File: config.mk
export PLATFORM = sky130hd
export DESIGN_NAME = axi4lite_native_initiator
export DESIGN_NICKNAME = d
export VERILOG_FILES = /design/src/rtl/axi4lite_native_initiator.sv
export SDC_FILE = /design/constraint.sdc
export NUM_CORES = 1
export LEC_CHECK = 0
export BUFFER_PORTS_ARGS = -buffer_cell sky130_fd_sc_hd__buf_2
export CORE_MARGIN = 5
export CORE_UTILIZATION = 53
export CTS_CLUSTER_SIZE = 28
export DETAILED_ROUTE_END_ITERATION = 7
export HOLD_SLACK_MARGIN = 0.02
export PLACE_DENSITY = 0.85
export SETUP_SLACK_MARGIN = 0.1
export SLEW_MARGIN = 5
export SYNTH_ARGS = -nofsm -noshare
export SYNTH_HDL_FRONTEND = slang
export SYNTH_SLANG_ARGS = --single-unit
File: constraint.sdc
create_clock -name clk -period 11.02 [get_ports clk]
set_input_delay 1.102 -clock clk [delete_from_list [all_inputs] [get_ports clk]]
set_output_delay 1.102 -clock clk [all_outputs]
set_load 0.02 [all_outputs]
File: src/rtl/axi4lite_native_initiator.sv
`default_nettype none
// ============================================================================
// Module   : axi4lite_native_initiator
// Brief    : Native valid/ready memory port to single-outstanding AXI4-lite
//            initiator with a sticky transaction watchdog.
// Revision : 1.0 - initial release
// ============================================================================
module axi4lite_native_initiator #(
  parameter int unsigned TIMEOUT_CYCLES = 1024
) (
  input  logic        clk,
  input  logic        reset,
  input  logic        mem_valid,
  input  logic        mem_instr,
  input  logic [31:0] mem_addr,
  input  logic [31:0] mem_wdata,
  input  logic [3:0]  mem_wstrb,
  output logic        mem_ready,
  output logic [31:0] mem_rdata,
  output logic        mem_axi_awvalid,
  input  logic        mem_axi_awready,
  output logic [31:0] mem_axi_awaddr,
  output logic [2:0]  mem_axi_awprot,
  output logic        mem_axi_wvalid,
  input  logic        mem_axi_wready,
  output logic [31:0] mem_axi_wdata,
  output logic [3:0]  mem_axi_wstrb,
  input  logic        mem_axi_bvalid,
  output logic        mem_axi_bready,
  output logic        mem_axi_arvalid,
  input  logic        mem_axi_arready,
  output logic [31:0] mem_axi_araddr,
  output logic [2:0]  mem_axi_arprot,
  input  logic        mem_axi_rvalid,
  output logic        mem_axi_rready,
  input  logic [31:0] mem_axi_rdata,
  output logic        busy,
  output logic        timeout
);

  localparam logic [31:0] C_TMO = 32'(TIMEOUT_CYCLES);

  typedef enum logic [2:0] {
    IDLE    = 3'd0,
    RD_ADDR = 3'd1,
    RD_DATA = 3'd2,
    WR_REQ  = 3'd3,
    WR_RESP = 3'd4,
    DONE    = 3'd5
  } state_t;

  state_t      state_q, state_d;
  logic [31:0] addr_q, addr_d, wdata_q, wdata_d, rdata_q, rdata_d, cnt_q, cnt_d;
  logic [3:0]  wstrb_q, wstrb_d;
  logic        instr_q, instr_d;
  logic        aw_pend_q, aw_pend_d, w_pend_q, w_pend_d;
  logic        timeout_q, timeout_d;
  logic        arvalid_q, rready_q, awvalid_q, wvalid_q, bready_q, ready_q, busy_q;

  always_comb begin
    state_d   = state_q;
    addr_d    = addr_q;
    wdata_d   = wdata_q;
    wstrb_d   = wstrb_q;
    instr_d   = instr_q;
    rdata_d   = rdata_q;
    aw_pend_d = aw_pend_q;
    w_pend_d  = w_pend_q;
    case (state_q)
      IDLE: begin
        if (mem_valid) begin
          addr_d  = mem_addr;
          wdata_d = mem_wdata;
          wstrb_d = mem_wstrb;
          instr_d = mem_instr;
          if (mem_wstrb == 4'b0000) begin
            state_d = RD_ADDR;
          end else begin
            aw_pend_d = 1'b1;
            w_pend_d  = 1'b1;
            state_d   = WR_REQ;
          end
        end
      end
      RD_ADDR: if (arvalid_q && mem_axi_arready) state_d = RD_DATA;
      RD_DATA: begin
        if (mem_axi_rvalid) begin
          rdata_d = mem_axi_rdata;
          state_d = DONE;
        end
      end
      WR_REQ: begin
        // AW and W retire independently; leave only once both are accepted.
        if (awvalid_q && mem_axi_awready) aw_pend_d = 1'b0;
        if (wvalid_q && mem_axi_wready)   w_pend_d  = 1'b0;
        if (!aw_pend_d && !w_pend_d)      state_d   = WR_RESP;
      end
      WR_RESP: if (mem_axi_bvalid) state_d = DONE;
      DONE:    state_d = IDLE;
      default: state_d = IDLE;
    endcase

    cnt_d     = (state_q == IDLE) ? 32'd0 :
                (cnt_q == 32'hFFFF_FFFF) ? cnt_q : cnt_q + 32'd1;
    timeout_d = timeout_q | ((C_TMO != 32'd0) && (cnt_d == C_TMO));
  end

  // Handshake outputs are registered from next-state so no input reaches a port.
  always_ff @(posedge clk or posedge reset) begin
    if (reset) begin
      state_q   <= IDLE;
      addr_q    <= '0;
      wdata_q   <= '0;
      wstrb_q   <= '0;
      instr_q   <= 1'b0;
      rdata_q   <= '0;
      aw_pend_q <= 1'b0;
      w_pend_q  <= 1'b0;
      cnt_q     <= '0;
      timeout_q <= 1'b0;
      arvalid_q <= 1'b0;
      rready_q  <= 1'b0;
      awvalid_q <= 1'b0;
      wvalid_q  <= 1'b0;
      bready_q  <= 1'b0;
      ready_q   <= 1'b0;
      busy_q    <= 1'b0;
    end else begin
      state_q   <= state_d;
      addr_q    <= addr_d;
      wdata_q   <= wdata_d;
      wstrb_q   <= wstrb_d;
      instr_q   <= instr_d;
      rdata_q   <= rdata_d;
      aw_pend_q <= aw_pend_d;
      w_pend_q  <= w_pend_d;
      cnt_q     <= cnt_d;
      timeout_q <= timeout_d;
      arvalid_q <= (state_d == RD_ADDR);
      rready_q  <= (state_d == RD_DATA);
      awvalid_q <= (state_d == WR_REQ) && aw_pend_d;
      wvalid_q  <= (state_d == WR_REQ) && w_pend_d;
      bready_q  <= (state_d == WR_RESP);
      ready_q   <= (state_d == DONE);
      busy_q    <= (state_d != IDLE);
    end
  end

  assign mem_ready       = ready_q;
  assign mem_rdata       = rdata_q;
  assign mem_axi_awvalid = awvalid_q;
  assign mem_axi_awaddr  = addr_q;
  assign mem_axi_awprot  = 3'b000;
  assign mem_axi_wvalid  = wvalid_q;
  assign mem_axi_wdata   = wdata_q;
  assign mem_axi_wstrb   = wstrb_q;
  assign mem_axi_bready  = bready_q;
  assign mem_axi_arvalid = arvalid_q;
  assign mem_axi_araddr  = addr_q;
  assign mem_axi_arprot  = {instr_q, 2'b00};
  assign mem_axi_rready  = rready_q;
  assign busy            = busy_q;
  assign timeout         = timeout_q;

endmodule
`default_nettype wire

# Yosys cells after proc, flatten, opt, wreduce, memory -nomap -nowiden
# Cells that the tools add are included.
dict set report classes {
  eq_ne 11
  mux 19
  addsub 1
  bitwise 1
  n_reduce_logical 13
}
# op n
set op_table {}
lappend op_table {{2-to-1 mux 32 bit} 2}
lappend op_table {{adder 32 x 1 -> 32 bit (second input constant)} 1}
lappend op_table {{equality test 32 x 11 -> 1 bit (second input constant)} 1}
lappend op_table {{equality test 32 bit (second input constant)} 1}
lappend op_table {{2-to-1 mux 3 bit} 5}
lappend op_table {{case mux 3 bit (5 select lines)} 1}
lappend op_table {{equality test 3 x 2 -> 1 bit (second input constant)} 4}
lappend op_table {{equality test 3 bit (second input constant)} 3}
lappend op_table {{2-to-1 mux 1 bit} 8}
lappend op_table {{equality test 3 x 1 -> 1 bit (second input constant)} 2}
lappend op_table {{logical AND 1 bit} 6}
lappend op_table {{logical NOT 4 bit} 1}
lappend op_table {{case mux 1 bit (2 select lines)} 2}
lappend op_table {{AND reduction 2 bit} 2}
lappend op_table {{logical NOT 3 bit} 1}
lappend op_table {{nonzero test 3 bit} 1}
lappend op_table {{logical NOT 1 bit} 2}
lappend op_table {{2-to-1 mux 2 bit} 1}
lappend op_table {{OR 1 bit} 1}
dict set report totals {
  out_inout_bits 146
  register_bits 146
  inputBits 109
}

# Logic depth before layout (Yosys ltp)
# Gate-level depths: netlist of run 1.
dict set report depth {
  ltp_word 9
  depth_mapped 10
}

# Worst setup path after synthesis of run 1
# No wires, ideal clock.
dict set report synth_timing {
  path_type {register to register}
  from {register cnt_q[0]}
  to {register timeout_q (netlist: timeout)}
  setup_time_ps 120
  path_slack_ps 8561
  required_ps 10900
  path_stages_with_launch 10
  arrival_time_ps 2339
  path_cell_list {dfrtp_1 -> ha_1 -> and4_4 -> and4_4 -> buf_8 -> a311oi_4 -> nand3_1 -> a221oi_1 -> and4bb_1 -> a31o_1}
}
dict set report synth_between {
  elab_chain_len 5
}
# element line
set synth_lines {}
lappend synth_lines {{start, declared} 53} ;# logic [31:0] addr_q, addr_d, wdata_q, wdata_d, rdata_q, rdata_d, cnt_q, cnt_d;
lappend synth_lines {{start signal, assigned} 137} ;# cnt_q <= cnt_d;
lappend synth_lines {{adder 32 x 1 -> 32 bit or equality test 32 bit (tied branches)} 104} ;# (cnt_q == 32'hFFFF_FFFF) ? cnt_q : cnt_q + 32'd1;
lappend synth_lines {{2-to-1 mux 32 bit *} 104}
lappend synth_lines {{2-to-1 mux 32 bit *} 103} ;# cnt_d = (state_q == IDLE) ? 32'd0 :
lappend synth_lines {{equality test 32 x 11 -> 1 bit *} 105} ;# timeout_d = timeout_q | ((C_TMO != 32'd0) && (cnt_d == C_TMO));
lappend synth_lines {{OR 1 bit *} 105}
lappend synth_lines {{net timeout_d} 57} ;# logic timeout_q, timeout_d;
lappend synth_lines {{end signal, assigned} 138} ;# timeout_q <= timeout_d;
lappend synth_lines {{end, declared} 57}
# Mark *: on every way through the listed nets, which the timed path passes. The rest lies on a longest branch.
# A chain may end at the register's enable or synchronous reset.

# Final worst setup path of run 1
dict set report layout_timing {
  from {register state_q[0]}
  to {register busy_q (netlist: busy)}
}
dict set report layout_between {
  elab_chain_len 3
}
# element line
set layout_lines {}
lappend layout_lines {{start, declared} 52} ;# state_t state_q, state_d;
lappend layout_lines {{start signal, assigned} 129} ;# state_q <= state_d;
lappend layout_lines {{equality test 3 bit (tied with other cells)} 69} ;# case (state_q)
lappend layout_lines {{case mux 3 bit (5 select lines) *} 69}
lappend layout_lines {{net state_d[1]} 52}
lappend layout_lines {{nonzero test 3 bit *} 145} ;# busy_q <= (state_d != IDLE);
lappend layout_lines {{end signal, assigned} 145}
lappend layout_lines {{end, declared} 58} ;# logic arvalid_q, rready_q, awvalid_q, wvalid_q, bready_q, ready_q, busy_q;
# Marks and branches as above.

==> results of run 1 <==
==> area by class of cell <==
| type | instances | area [um^2] | area share (%) |
|---|---|---|---|
| clock inverters | 8 | 103 | 1.23 |
| repair buffers | 253 | 1280 | 15.3 |
| clock buffers | 22 | 494 | 5.93 |
| multi-input cells | 321 | 2570 | 30.9 |
| flip-flops and latches | 146 | 3650 | 43.9 |
| well taps | 168 | 210 | 2.52 |
| inverters | 4 | 20.0 | 0.240 |
==> final timing paths <==
kind | slack (ps) | endpoint | depth (start not counted)
worst max-delay path | 8000 | busy | 9
worst min-delay path | 500 | mem_axi_wdata[24] | 1
worst max register to register | 8000 | busy | 9
worst min register to register | 500 | mem_axi_wdata[24] | 1
max in group asynchronous | 8780 | cnt_q[26] | 3
min in group asynchronous | 710 | mem_axi_araddr[4] | 2
==> worst max-delay path, delay by kind of cell, from the launching register on <==
kind / cells / cell delay [ps]
AO/OA/AOI/OAI: 3 / 660
buffers and inverters: 2 / 1030
flip-flops: 1 / 520
AND/OR/NAND/NOR: 4 / 680
==> per-layer routing <==
metal | up-vias | global-route usage (%) | wire (um) | part of all wire (%)
met3 | 31 | 8.91 | 1510 | 8.7
li1 | 2251 | - | - | -
met4 | 2 | 8.47 | 336 | 1.9
met5 | - | 0 | 13 | 0.075
met2 | 215 | 40.7 | 9260 | 53
met1 | 2421 | 26.1 | 6200 | 36
==> cells in the mapped netlist, drive strengths merged (3+ instances only) <==
| library cell | n |
|---|---|
| nand3 | 12 |
| clkbuf | 9 |
| or3 | 5 |
| o21ai | 8 |
| a31oi | 7 |
| xnor2 | 14 |
| and3 | 8 |
| mux2i | 3 |
| nor4 | 6 |
| and2 | 7 |
| buf | 55 |
| nor4b | 3 |
| xor2 | 14 |
| and4 | 4 |
| a2111oi | 3 |
| a21oi | 7 |
| nand4 | 11 |
| mux2 | 101 |
| a211oi | 4 |
| nand2 | 25 |
| nor3 | 7 |
| dfrtp | 146 |
| nor2 | 43 |
| inv | 4 |
==> sequential cells by signal, summed over array words and instances (netlist names) <==
name and flops:
mem_axi_wstrb 4, cnt_q 32, mem_axi_arvalid 1, mem_axi_wdata 32, mem_axi_rready 1, busy 1
timeout 1, mem_axi_wvalid 1, instr_q 1, aw_pend_q 1, mem_ready 1, mem_axi_araddr 32
mem_rdata 32, mem_axi_bready 1, w_pend_q 1, state_q 3, mem_axi_awvalid 1
==> power groups by stage <==
stage / clock network, W / logic [W] / registers, W
final: 0.000576 / 0.00108 / 0.000902
after global routing: 0.000613 / 0.00115 / 0.000931
after CTS: 0.000583 / 0.00110 / 0.000901
after detailed placement: 0 / 0.00109 / 0.000900
after global placement: 0 / 0.00106 / 0.000883
after floorplan: 0 / 0.000550 / 0.00112
==> per-stage QoR <==
stage / instance area (um^2) / total power, W / util [%]
floorplan: 6650 / 0.00167 / -
global placement: 7730 / 0.00194 / 63.6
detailed placement: 7730 / 0.00199 / 63.6
CTS: 8330 / 0.00258 / 68.5
global route: 8330 / 0.00270 / 68.5
finish: 8330 / 0.00256 / 68.5
==> placed cells by master (no fill, tap or decap), types with 3 or more instances in the layout <==
cell type,synthesis,layout
a2111oi_2,3,3
a211oi_1,4,4
a21oi_1,7,7
a31oi_1,7,7
and2_1,7,6
and3_1,8,8
and4_4,3,3
buf_2,10,249
buf_4,39,4
clkbuf_16,0,17
clkbuf_8,0,5
conb_1,1,5
dfrtp_1,146,146
inv_1,4,3
mux2_2,101,101
mux2i_1,3,3
nand2_1,25,25
nand3_1,11,11
nand4_1,10,10
nor2_1,42,42
nor3_1,5,5
nor4_1,5,5
o21ai_0,8,8
or3_1,5,5
xnor2_1,14,14
xor2_1,13,13
==> cells by family (layout without fill, tap and decap cells) <==
logic type / count (synthesis) / in the layout / synth area share (%)
buffers and inverters: 68 / 287 / 6.52
other: 1 / 5 / 0.0565
AND/OR/NAND/NOR: 138 / 138 / 11.5
adder cells (fa/ha/maj): 1 / 1 / 0.189
multiplexers: 104 / 104 / 17.6
XOR/XNOR: 28 / 28 / 3.81
flip-flops: 146 / 146 / 55.1
AO/OA/AOI/OAI: 45 / 45 / 5.28
==> flow_metrics.py, run 1 <==
metrics = {
    "finish": {
        "drive_gt1_share_pct": 53.4,
        "fillers": 868,
        "fin_cells": 922,
        "syn_to_final_growth_pct": 25.5,
        "final_nets": 853,
        "num_antenna_cells": 0,
    },
    "routing": {
        "postRouteAntennaNets": 0,
        "drtIter0Drc": 327,
        "vias": 4920,
        "routed_wl_um": 17300,
        "drt-pass1-iter-count": 5,
        "vias_per_cell": 5.34,
        "avgRoutedWirePerCell_um": 18.8,
        "drc_errors": 0,
    },
    "die": {
        "design.die.area_mm2": 0.0149,
        "start_util_pct": 54.6,
        "die_width_um": 122,
        "pin_count": 255,
        "num_rows": 40,
        "die_h_um": 122,
        "core-area_mm2": 0.0122,
    },
    "logic_synthesis": {
        "yosysWarnings": 0,
        "synthCells": 531,
        "yosys.area.top_type": "dfrtp_1",
        "synth_seq_cells": 146,
        "syn_area_mm2": 0.00664,
        "ys_types": 57,
        "synth_enable_flop_cells": 0,
        "synth_ff_type": "dfrtp_1",
        "yosysSeqAreaShare_pct": 55.1,
        "async_flop_share_pct": 100,
        "synth.area.top_cells": "dfrtp_1, mux2_2, buf_4",
        "synth.avg_cell_area_um2": 12.5,
        "synth_top_area_share_pct": 55.1,
    },
    "place": {
        "portBuffers": 249,
        "hpwl_um": 12700,
        "dpl_worst_slack_ps": 7970,
        "dp_cells": 892,
        "place.gp.congestion": 0.902,
    },
    "timing": {
        "finalSetupViolCount": 0,
        "max-slew-margin-rel_pct": 24.6,
        "timing.hold.ws_ps": 500,
        "rsz0062_at_grt": "no",
        "min_period_ps": 3020,
        "timing.final.ws_setup_ps": 8000,
        "finalHoldViolations": 0,
        "finClkSkew_ps": 7.56,
        "finalSetupTns_ps": 0,
        "drv_slew": 0,
        "fmax_ghz": 0.331,
        "tightest_slew_ps": 1130,
        "period_share_pct": 27.4,
    },
    "cts": {
        "cts_made_buffers": 17,
        "h-tree-depth": 4,
        "path_clk_slew_ps": 60,
        "cts_setup_buffers": 0,
        "cts_hold_buf": 0,
        "clock-root-buffer": "clkbuf_16",
        "clk_latency_ps": 410,
        "cts_buffer_depth": 2,
        "post_cts_resized": 0,
        "cts_sinks": 146,
        "cts_tree": "done",
    },
    "setup_path": {
        "crit_type": "reg2reg",
        "path_cells": "nor3_4 -> buf_4 -> and2_2 -> buf_4 -> o41ai_1 -> o21ai_0 -> nor2_1 -> o21ai_0 -> or3_1",
        "crit_path_start": "state_q[0]",
        "worst-path-max-fanout": 70,
        "worstPathArrival_ps": 3380,
        "end_kind": "flop",
        "critPathLaunchType": "flop",
        "required_ps": 11380,
        "crit_slowest_cell": "buf_4",
        "r2r_start": "state_q[0]",
        "cp_slowest_stage_delay_ps": 650,
    },
    "power_and_ir_drop": {
        "combPwrFrac_pct": 42.3,
        "pwr-share-seq_pct": 35.2,
        "p_sw_share_pct": 39.9,
        "vdd_drop_max_mv": 0.216,
        "leakagePower_nw": 4.00,
        "internal_power_w": 0.00154,
        "power-per-cell-area_mw_per_mm2": 308,
        "pwr-share-clk_pct": 22.5,
        "p_switching_w": 0.00102,
    },
    "grt": {
        "grt_pass1_wl_um": 26900,
        "grt_overflow": 0,
        "grt_pass1_vias": 5171,
        "grt.total_usage_pct": 23.4,
        "antenna_found_initial": 1,
        "grt_max_degree": 93,
    },
    "min_path": {
        "min_path_type": "reg2reg",
        "hold_start": "mem_axi_wdata[24]",
    },
    "outcome": {
        "status": "finished clean",
    },
    "job": {
        "drv_cap": 0,
    },
}
No activity file was read; power rests on OpenSTA's default activity.
==> run 2: changes to the inputs <==
--- a/config.mk
+++ b/config.mk
@@ -5,13 +5,14 @@
 export SDC_FILE = /design/constraint.sdc
 export NUM_CORES = 1
 export LEC_CHECK = 0
+export ABC_AREA = 1
 export BUFFER_PORTS_ARGS = -buffer_cell sky130_fd_sc_hd__buf_2
 export CORE_MARGIN = 5
-export CORE_UTILIZATION = 53
+export CORE_UTILIZATION = 45
 export CTS_CLUSTER_SIZE = 28
 export DETAILED_ROUTE_END_ITERATION = 7
 export HOLD_SLACK_MARGIN = 0.02
-export PLACE_DENSITY = 0.85
+export PLACE_DENSITY = 0.76
 export SETUP_SLACK_MARGIN = 0.1
 export SLEW_MARGIN = 5
 export SYNTH_ARGS = -nofsm -noshare
==> constraint.sdc (replaced) <==
create_clock -name clk -period 2.55 [get_ports clk]
set_input_delay 0.255 -clock clk [delete_from_list [all_inputs] [get_ports clk]]
set_output_delay 0.255 -clock clk [all_outputs]
set_load 0.02 [all_outputs]
==> flow_metrics.py, run 2 <==
metrics = {
    "timing": {
        "finClkSkew_ps": 6.14,
        "max-slew-margin-rel_pct": 32.2,
        "timing.hold.ws_ps": 30.6,
        "finalHoldViolations": 0,
        "period_share_pct": 87.0,
        "rsz0062_at_grt": "no",
        "finalSetupTns_ps": 0,
        "fmax_ghz": 0.451,
        "drv_slew": 0,
        "finalSetupViolCount": 0,
        "min_period_ps": 2220,
        "tightest_slew_ps": 1000,
        "timing.final.ws_setup_ps": 332,
    },
    "grt": {
        "grt_pass1_vias": 6429,
        "gr-usage-met1_pct": 26.6,
        "antenna_found_initial": 1,
        "grt_pass1_wl_um": 32600,
        "grt.total_usage_pct": 22.9,
        "grt_max_degree": 70,
        "busiest_layer": "met2",
        "grt_overflow": 0,
        "met2_usage_pct": 39.8,
        "grt_use_met3_pct": 7.31,
    },
    "place": {
        "dpl_worst_slack_ps": 307,
        "hpwl_um": 14500,
        "place.gp.congestion": 0.980,
        "dp_cells": 1217,
        "portBuffers": 249,
    },
    "min_path": {
        "hold_depth": 3,
        "holdPathEnd": "mem_axi_araddr[22]",
        "min_path_type": "in2reg",
        "hold_start": "mem_addr[22]",
    },
    "logic_synthesis": {
        "async_flop_share_pct": 100,
        "ys_types": 34,
        "yosys-top-cells-count": "nand2_1, dfrtp_1, inv_1",
        "yosysWarnings": 0,
        "synth_seq_cells": 146,
        "yosysSeqAreaShare_pct": 53.0,
        "yosys.area.top_type": "dfrtp_1",
        "syn_area_mm2": 0.00689,
        "synth.area.top_cells": "dfrtp_1, nand2_1, mux2_2",
        "synth_ff_type": "dfrtp_1",
        "yosysMostFrequentCell": "nand2_1",
        "synth_top_area_share_pct": 53.0,
        "synth.avg_cell_area_um2": 8.33,
        "synthCells": 828,
        "synth_enable_flop_cells": 0,
    },
    "setup_path": {
        "crit_type": "reg2reg",
        "critPathLaunchType": "flop",
        "crit_path_frequent_cell": "nand2_1",
        "required_ps": 2910,
        "path_cells": "ha_1 -> inv_2 -> nor2_8 -> nand2_4 -> nor2_8 -> nand2_8 -> nand2_1 -> nand2_1 -> nand2_1 -> nand3_1 -> nor2_1 -> nand2_1 -> nor2_1 -> nand2_1 -> nand2_1",
        "end_kind": "flop",
        "cp_slowest_stage_delay_ps": 470,
        "regToRegSetupSlack_ps": 330,
        "worst-path-max-fanout": 33,
        "reg2reg_to": "timeout",
        "crit_slowest_cell": "dfrtp_1",
        "r2r_start": "cnt_q[0]",
        "reg2reg_depth": 15,
        "worstPathArrival_ps": 2580,
    },
    "job": {
        "drv_cap": 0,
    },
    "die": {
        "design.die.area_mm2": 0.0179,
        "core-area_mm2": 0.0151,
        "start_util_pct": 45.7,
        "num_rows": 45,
        "pin_count": 255,
        "die_width_um": 134,
        "die_h_um": 134,
    },
    "routing": {
        "avgRoutedWirePerCell_um": 15.9,
        "routed_wl_um": 20300,
        "drc_errors": 0,
        "postRouteAntennaNets": 0,
        "vias_per_cell": 4.83,
        "vias": 6191,
        "drtIter0Drc": 378,
        "drt-pass1-iter-count": 5,
    },
    "finish": {
        "layout_commonest_cell": "nand2_1",
        "fin_cells": 1281,
        "final_cell_mix": "nand2_1, buf_2, dfrtp_1",
        "final_nets": 1189,
        "drive_gt1_share_pct": 31.7,
        "syn_to_final_growth_pct": 31.7,
    },
    "cts": {
        "cts_setup_buffers": 0,
        "path_clk_slew_ps": 60,
        "cts_sinks": 146,
        "cts_made_buffers": 17,
        "h-tree-depth": 4,
        "cts_tree": "done",
        "cts_buffer_depth": 2,
        "clock-root-buffer": "clkbuf_16",
        "clk_latency_ps": 420,
    },
    "power_and_ir_drop": {
        "total_power_w": 0.0110,
        "power-per-cell-area_mw_per_mm2": 1210,
        "leakagePower_nw": 5.13,
        "vdd_drop_max_mv": 0.825,
    },
    "outcome": {
        "status": "finished clean",
    },
}
-- run 2: through the flow --
stage | area (um^2) | utilization (%)
after floorplan | 6910 | -
final | 9080 | 60.2
after detailed placement | 8100 | 53.7
after CTS | 9070 | 60.1
after global placement | 8100 | 53.7
after global routing | 9080 | 60.2
-- run 2: cell families (layout without fill, tap and decap cells) --
| group | count (synthesis) | count (layout) | share of synthesized area [%] |
|---|---|---|---|
| simple gates | 490 | 490 | 29.4 |
| flops | 146 | 146 | 53.0 |
| buf+inv | 131 | 391 | 9.62 |
| mux | 32 | 32 | 5.23 |
| compound gates | 20 | 20 | 1.67 |
| xor+xnor | 7 | 7 | 0.889 |
| fa+ha+maj | 1 | 1 | 0.181 |
| other cells | 1 | 6 | 0.0544 |
-- run 2: layer usage --
metal,vias to the layer above,share of wire [%]
met3,48,7.2
met5,-,0
met1,2888,39
li1,3014,-
met4,0,2.5
met2,241,52
-- run 2: critical path: cells and delay by family, from the launching register on --
family        cells  cell delay (ps)
fa+ha+maj         1              280
simple gates     13             1300
buf+inv           1               90
flops             1              470
-- run 2: layout make-up --
cell class | instances | area (um^2)
inverter | 70 | 267
sequential | 146 | 3650
multi-input combinational | 555 | 2600
clock buffer | 20 | 467
clock inverter | 12 | 190
fill | 1261 | 6010
tap | 188 | 235
antenna | 1 | 2.50
timing repair buffer | 289 | 1660
-- run 2: worst max path at each step --
stage	slack (ps)	cells after the start	from	endpoint
2_1_floorplan	460	1	reset	aw_pend_q
3_3_place_gp	380	15	cnt_q[0]	timeout
3_5_place_dp	310	15	cnt_q[0]	timeout
4_1_cts	300	15	cnt_q[0]	timeout
5_1_grt	100	15	cnt_q[0]	timeout
6_report	330	15	cnt_q[0]	timeout
-- run 2: power breakdown --
group	leakage, nW	switching [W]	internal [W]	total [W]
Combinational	2.97	0.00301	0.00150	0.00451
Sequential	1.85	0.000536	0.00321	0.00374
Clock	0.317	0.00102	0.00174	0.00276
Total	5.13	0.00456	0.00644	0.0110
-- run 2: what timing repair did --
action | 4_1_cts | 5_1_grt
hold buffers | 31 | 0
endpoints found under the setup margin | 0 | 1
resized for setup | 0 | 1
hold endpoints to repair | 54 | 0
